### config.mk
export PLATFORM = sky130hd
export DESIGN_NAME = paddle_position_ctrl
export DESIGN_NICKNAME = d
export VERILOG_FILES = /design/src/rtl/paddle_position_ctrl.sv
export SDC_FILE = /design/constraint.sdc
export NUM_CORES = 1
export LEC_CHECK = 0
export ABC_AREA = 1
export BUFFER_PORTS_ARGS = -buffer_cell sky130_fd_sc_hd__buf_2
export CORE_UTILIZATION = 34
export DETAILED_ROUTE_END_ITERATION = 8
export HOLD_SLACK_MARGIN = 0.15
export REMOVE_ABC_BUFFERS = 1
export SLEW_MARGIN = 20
export SYNTH_ARGS = -nofsm -noshare
export SYNTH_HDL_FRONTEND = slang
export SYNTH_SLANG_ARGS = --single-unit
### constraint.sdc
create_clock -name clk -period 4.4 [get_ports clk]
set_input_delay 0.88 -clock clk [delete_from_list [all_inputs] [get_ports clk]]
set_output_delay 0.88 -clock clk [all_outputs]
set_load 0.05 [all_outputs]
### src/rtl/paddle_position_ctrl.sv
`default_nettype none
// ============================================================================
//  Module   : paddle_position_ctrl
//  Purpose  : Holds the paddle's horizontal position, updates it once per
//             frame from the left/right keys (with acceleration and wall
//             clamping), and produces the registered per-pixel hit flag and
//             bitmap offsets for the paddle bitmap stage.
//  Ports    :
//    clk             in   1   pixel clock
//    resetN          in   1   asynchronous active-low reset
//    startOfFrame    in   1   one-cycle pulse at start of each frame
//    leftKey         in   1   move-left request (level)
//    rightKey        in   1   move-right request (level)
//    freeze          in   1   game paused, position held (level)
//    pixelX          in   11  current scan X
//    pixelY          in   11  current scan Y
//    InsideRectangle out  1   registered: pixel inside paddle box
//    offsetX         out  11  registered: pixelX - topLeftX when inside
//    offsetY         out  11  registered: pixelY - PADDLE_Y when inside
//    topLeftX        out  11  current paddle left edge
//  Revision : 1.0  initial release
// ============================================================================
module paddle_position_ctrl #(
    parameter int SCREEN_WIDTH  = 640,
    parameter int PADDLE_WIDTH  = 64,
    parameter int PADDLE_HEIGHT = 16,
    parameter int PADDLE_Y      = 440,
    parameter int INIT_X        = 288,
    parameter int START_SPEED   = 2,
    parameter int ACCEL         = 1,
    parameter int MAX_SPEED     = 8
) (
    input  logic        clk,
    input  logic        resetN,
    input  logic        startOfFrame,
    input  logic        leftKey,
    input  logic        rightKey,
    input  logic        freeze,
    input  logic [10:0] pixelX,
    input  logic [10:0] pixelY,
    output logic        InsideRectangle,
    output logic [10:0] offsetX,
    output logic [10:0] offsetY,
    output logic [10:0] topLeftX
);

    // Wide enough to hold speed+ACCEL before saturation.
    localparam int SPEED_W = $clog2(MAX_SPEED + ACCEL + 1);

    localparam logic signed [11:0]  c_max_x       = 12'(SCREEN_WIDTH - PADDLE_WIDTH);
    localparam logic [10:0]         c_init_x      = 11'(INIT_X);
    localparam logic [SPEED_W-1:0]  c_start_speed = SPEED_W'(START_SPEED);
    localparam logic [SPEED_W:0]    c_accel_ext   = (SPEED_W+1)'(ACCEL);
    localparam logic [SPEED_W:0]    c_max_spd_ext = (SPEED_W+1)'(MAX_SPEED);
    localparam logic [10:0]         c_paddle_y    = 11'(PADDLE_Y);
    localparam logic [11:0]         c_y_end       = 12'(PADDLE_Y + PADDLE_HEIGHT);
    localparam logic [11:0]         c_width_ext   = 12'(PADDLE_WIDTH);

    typedef enum logic [1:0] {
        IDLE       = 2'd0,
        MOVE_LEFT  = 2'd1,
        MOVE_RIGHT = 2'd2
    } state_t;

    state_t               state_q, state_d;
    logic [SPEED_W-1:0]   speed_q, speed_d;
    logic [10:0]          top_left_x_q, top_left_x_d;
    logic                 inside_q, inside_d;
    logic [10:0]          offset_x_q, offset_x_d;
    logic [10:0]          offset_y_q, offset_y_d;

    logic [SPEED_W:0]     w_speed_sum;
    logic [SPEED_W-1:0]   w_speed_acc;
    logic signed [11:0]   w_next_x;
    logic [11:0]          w_x_end;

    // Saturating acceleration used while the same direction stays held.
    assign w_speed_sum = {1'b0, speed_q} + c_accel_ext;
    assign w_speed_acc = (w_speed_sum > c_max_spd_ext) ? c_max_spd_ext[SPEED_W-1:0]
                                                        : w_speed_sum[SPEED_W-1:0];

    // ------------------------------------------------------------------
    // Movement FSM: only evaluates on an unfrozen start-of-frame pulse.
    // ------------------------------------------------------------------
    always_comb begin
        state_d      = state_q;
        speed_d      = speed_q;
        top_left_x_d = top_left_x_q;
        w_next_x     = '0;

        if (startOfFrame && !freeze) begin
            if (leftKey == rightKey) begin
                state_d = IDLE;
                speed_d = '0;
            end else begin
                if (leftKey) begin
                    speed_d = (state_q == MOVE_LEFT) ? w_speed_acc : c_start_speed;
                    state_d = MOVE_LEFT;
                end else begin
                    speed_d = (state_q == MOVE_RIGHT) ? w_speed_acc : c_start_speed;
                    state_d = MOVE_RIGHT;
                end

                // Signed 12-bit so a step past the left wall shows up as negative.
                if (leftKey) begin
                    w_next_x = $signed({1'b0, top_left_x_q}) - $signed(12'(speed_d));
                end else begin
                    w_next_x = $signed({1'b0, top_left_x_q}) + $signed(12'(speed_d));
                end

                if (w_next_x < 0) begin
                    top_left_x_d = '0;
                    speed_d      = '0;
                    state_d      = IDLE;
                end else if (w_next_x > c_max_x) begin
                    top_left_x_d = c_max_x[10:0];
                    speed_d      = '0;
                    state_d      = IDLE;
                end else begin
                    top_left_x_d = w_next_x[10:0];
                end
            end
        end
    end

    // ------------------------------------------------------------------
    // Pixel path: compares against the current (pre-update) position.
    // ------------------------------------------------------------------
    always_comb begin
        w_x_end    = {1'b0, top_left_x_q} + c_width_ext;
        inside_d   = (pixelX >= top_left_x_q) &&
                     ({1'b0, pixelX} < w_x_end) &&
                     (pixelY >= c_paddle_y) &&
                     ({1'b0, pixelY} < c_y_end);
        offset_x_d = '0;
        offset_y_d = '0;
        if (inside_d) begin
            offset_x_d = pixelX - top_left_x_q;
            offset_y_d = pixelY - c_paddle_y;
        end
    end

    always_ff @(posedge clk or negedge resetN) begin
        if (!resetN) begin
            state_q      <= IDLE;
            speed_q      <= '0;
            top_left_x_q <= c_init_x;
            inside_q     <= 1'b0;
            offset_x_q   <= '0;
            offset_y_q   <= '0;
        end else begin
            state_q      <= state_d;
            speed_q      <= speed_d;
            top_left_x_q <= top_left_x_d;
            inside_q     <= inside_d;
            offset_x_q   <= offset_x_d;
            offset_y_q   <= offset_y_d;
        end
    end

    assign InsideRectangle = inside_q;
    assign offsetX         = offset_x_q;
    assign offsetY         = offset_y_q;
    assign topLeftX        = top_left_x_q;

endmodule
`default_nettype wire

[After elaboration in Yosys (flattened, before gate mapping)]
Index checks and enable logic that the tools add are counted.
W data, S select, Z words.
Word-level totals
  bits of input ports: 28
  register bits after elaboration: 40
Operators by class
  multiplexer cells: 20
  reductions and logical operators: 6
  equal/unequal tests: 3
  order comparisons: 7
  add/sub/neg operators: 6
  bitwise gates (word level): 1
Operators with widths (count)
  $mux W11: 4
  $mux W12: 3
  $mux W4: 9
  $add A11 B4 Y12: 1
  $add A11 B7 Y12 const B: 1
  $gt A12 B11 Y1 const B: 1
  $lt A11 B12 Y1: 1
  $lt A12 B1 Y1 const B: 1
  $sub A11 B4 Y12: 1
  $ge A11 B11 Y1: 1
  $ge A11 B9 Y1 const B: 1
  $lt A11 B9 Y1 const B: 1
  $sub A11 B11 Y11: 1
  $sub A11 B9 Y11 const B: 1
  $mux W2: 4
  $add A4 B1 Y5 const B: 1
  $gt A5 B4 Y1 const B: 1
  $logic_and A1 B1 Y1: 4
  $eq A2 B1 Y1 const B: 1
  $eq A2 B2 Y1 const B: 1
  $reduce_and A2 Y1: 1
  $eq A1 B1 Y1: 1
  $logic_not A1 Y1: 1
  $not A1 Y1: 1

[Longest topological paths before layout]
  depth after elaboration: 15
  gate-level depth with buffers: 28

[Least setup slack after synthesis]
Ideal clock, no wire load.
  path kind: in2reg
  start: input port leftKey
  end: register top_left_x_q[5] (netlist: topLeftX[5])
  data required time: 4.322 ns
  stages: 22
  slack: 0.630 ns
  data arrival time: 3.692 ns
  cells stage by stage: buf_2 > inv_1 > o21ai_0 > inv_1 > nand2_1 > inv_1 > ha_1 > or2_2 > o21ai_0 > inv_1 > fa_1 > inv_1 > nand2_2 > nand2_1 > nand3_1 > nand2_1 > xor2_1 > nand3_1 > nand2_1 > nand3_2 > buf_6 > o22ai_1
On the way
  longest elaborated chain between the ends: 10
Ends and longest elaborated chain
  start, declared: RTL line 36  | input logic leftKey,
  $mux W4: RTL line 96  | if (leftKey) begin
  $mux W4: RTL line 92  | if (leftKey == rightKey) begin
  $mux W4: RTL line 91  | if (startOfFrame && !freeze) begin
  $add A11 B4 Y12 / $sub A11 B4 Y12 (equally long branches): RTL line 108, 106
  $mux W12: RTL line 105  | if (leftKey) begin
  $mux W12: RTL line 92
  $mux W12: RTL line 91
  $gt A12 B11 Y1: RTL line 115  | end else if (w_next_x > c_max_x) begin
  $mux W11: RTL line 115
  $mux W11: RTL line 111  | if (w_next_x < 0) begin
  end signal, assigned: RTL line 147  | top_left_x_q <= c_init_x;
  end signal, assigned: RTL line 154  | top_left_x_q <= top_left_x_d;
  end, declared: RTL line 67  | logic [10:0] top_left_x_q, top_left_x_d;
Several ways; a longest one is shown, not always the timed one. The select of a mux whose other input is x is not followed.
A chain may end at the register's enable or synchronous reset.

[Worst setup path in the final report]
  start: input port leftKey
  end: register top_left_x_q[3] (netlist: topLeftX[3])
Same word-level chain as after synthesis.

==> reports/qor.yml <==
run_status: "finished clean"
drive_gt1_frac: 0.177
seq_area_frac_synth: 0.334
area_delta_synth_final_pct: 17.3
worst-path-max-fanout: 13
antenna_found_initial: 0
cts_tree: "yes"
r2r.worst_path.cells: 22
cts_root_buf: "clkbuf_8"
synth_top_area_share: 0.317
postLayoutCoreUtil: 0.420
synthArstFlopShare: 1.00
wire_per_inst_um: 11.7
gr-total-overflow: 0
min_delay_path_depth: 2
vias_per_cell: 4.67
fp.dieW_um: 96.0
pwr-share-clk: 0.161
critPathMaxStageDelay_ns: 0.41
cap_viol_max_count: 0
initial_core_util: 0.358
setup_violations: 0
post_cts_buffers: 0
p_int_w: 0.000953
cts_inserted_buffers: 5
path_class: "input pin to flop"
seqPwrFrac: 0.259
worst_slew_pin_slew_ns: 0.862
final.setup.tns_ns: 0
ios: 62
avgSynthCellArea_um2: 7.47
rsz0062_at_grt: "false"
synth_cells: 402
totalWireLength_mm: 6.71
synth_common_cells: "nand2_1 (84), inv_1 (72), nor2_1 (43)"
vdd_drop_max_mv: 0.212
seq_area_um2: 1000
synth_area_um2: 3000
num_antenna_cells: 0
crit_family: "simple AND/OR/NAND/NOR gates"
crit_path_start_kind: "input pin"
fmax_mhz: 252
antenna_left: 0
end_kind: "flop"
r2r_slack_ns: 0.51
p_per_area_nw_per_um2: 521
netlist-cell-type-count: 34
slowest_stage: "fa_1"
min_period_ns: 3.96
yosysMostFrequentCell: "nand2_1"
remaining_drc_errors: 0
firstDrtPassIters: 4
comb_power_share: 0.580
cts_resized: 0
grt_pass1_wl_mm: 10.9
period_share: 0.901
cts_max_level: 2
gp_congestion: 0.843
slew_violations: 0
p_sw_frac: 0.480
cpMostUsedCell: "inv_1"
hold_class: "flop to flop"
worst_setup_hold_path_clk_slew_ns: 0.08
ys_ff_latch: 40
p_sw_w: 0.000881
maxSlewHeadroom: 0.425
yosys.area.top_type: "dfrtp_1"
vias: 2678
dp_hpwl_mm: 5.58
port_buffers: 61
leakagePower_nw: 2.02
synth-edff-count: 0
cts.path.max_buffers: 2
worst-path-buf-inv: 7
clkSinkCount: 40
grt.total_usage: 0.153
first_global_vias: 2485
final_nets: 530
yosys_warnings: 0
die_height_um: 96.0
timing.final.hold_violations: 0
crit_path_cell_trace: "buf_2 > inv_1 > o21ai_0 > inv_1 > nand2_1 > inv_1 > ha_1 > or2_2 > o21ai_0 > inv_1 > fa_1 > inv_1 > nand2_2 > nand2_1 > nand3_1 > nand2_1 > xor2_1 > nand3_1 > nand2_1 > nand3_2 > inv_1 > nand2_1 > o21ai_0"
rows: 33
yosys-top-cells-area: "dfrtp_1 (32%), ha_1 (14%), nand2_1 (10%)"
clk_latency_ns: 0.30
drt_iter0_markers: 104
core_area_um2: 8380
cts_hold_buf: 0
grt_max_degree: 41
die_area_um2: 9210
filler_cell_count: 896
crit_arrival_ns: 4.18
synthFlopType: "dfrtp_1"
multi_input_area_um2: 1690
worst_ep_required_time_ns: 4.62
crit_cells: 23
finClkSkew_ns: 0.0136
[layout make-up]
| cell class | instances | area share |
|---|---|---|
| clock buffer | 6 | 0.0206 |
| clock inverter | 2 | 0.00995 |
| inverter | 74 | 0.0789 |
| multi-input combinational | 284 | 0.479 |
| sequential | 40 | 0.285 |
| tap | 105 | 0.0373 |
| timing repair buffer | 62 | 0.0888 |
[metal layers]
metal	global-route usage	wire length (µm)	vias up
met3	0.0284	289	6
met5	0	0	-
met4	0.0448	72	0
met2	0.276	3230	61
met1	0.184	3110	1192
li1	-	-	1419
[cells in the final DEF, fill, tap and decap left out, types with 8 or more instances in the layout]
master    n
nand2_1  84
inv_1    72
buf_2    61
nor2_1   43
dfrtp_1  38
ha_1     33
nand3_1  20
o21ai_0  18
a21oi_1  18
xor2_1   12
o22ai_1  10
xnor2_1   8
[logic make-up (layout without fill, tap and decap cells)]
kind of cell | Yosys count | count (layout) | synth area share
AOI/OAI and AO/OA | 58 | 58 | 0.113
xor gates and xnor gates | 20 | 20 | 0.0583
adders and majority gates | 35 | 35 | 0.151
buffers and inverters | 79 | 144 | 0.105
DFF | 40 | 40 | 0.334
other | 1 | 2 | 0.00125
and+or+nand+nor | 169 | 169 | 0.238
[final timing paths]
kind                                     to         from
worst max-delay path            topLeftX[3]      leftKey
worst min-delay path            topLeftX[5]  topLeftX[5]
worst max register to register  topLeftX[3]   speed_q[0]
worst min register to register  topLeftX[5]  topLeftX[5]
max in group asynchronous        offsetY[9]       resetN
min in group asynchronous       offsetX[10]       resetN
[sequential cells by signal, indices dropped and copies added (netlist names)]
name and cells:
InsideRectangle 1, offsetX 11, topLeftX 11, speed_q 4, state_q 2, offsetY 11
[power groups by stage]
stage               Combinational, W  Sequential, W  Clock [W]
floorplan                   0.000719       0.000593          0
global placement             0.00106       0.000485          0
detailed placement           0.00107       0.000484          0
CTS                          0.00107       0.000478   0.000303
global route                 0.00120       0.000484   0.000318
finish                       0.00106       0.000475   0.000295
[worst register-to-register path: stages (launching register included)]
cell and delay, ns:
dfrtp_1 0.42, ha_1 0.25, o21ai_0 0.33, nand3_1 0.15
nand2_1 0.12, inv_1 0.06, ha_1 0.27, or2_2 0.26
o21ai_0 0.12, inv_1 0.10, fa_1 0.41, inv_1 0.11
nand2_2 0.07, nand2_1 0.09, nand3_1 0.07, nand2_1 0.10
xor2_1 0.19, nand3_1 0.10, nand2_1 0.10, nand3_2 0.23
inv_1 0.15, nand2_1 0.05, o21ai_0 0.06
[stage by stage]
stage	hold slack (ns)	area [µm²]	total power [W]	setup slack (ns)	cells
2_1_floorplan	0.520	2970	0.00131	0.748	398
3_3_place_gp	0.533	3410	0.00154	0.273	565
3_5_place_dp	0.545	3410	0.00155	0.147	565
4_1_cts	0.556	3520	0.00185	0.452	573
5_1_grt	0.574	3520	0.00200	0.135	573
6_report	0.547	3520	0.00183	0.436	573
(Power assumes the default switching activity.)
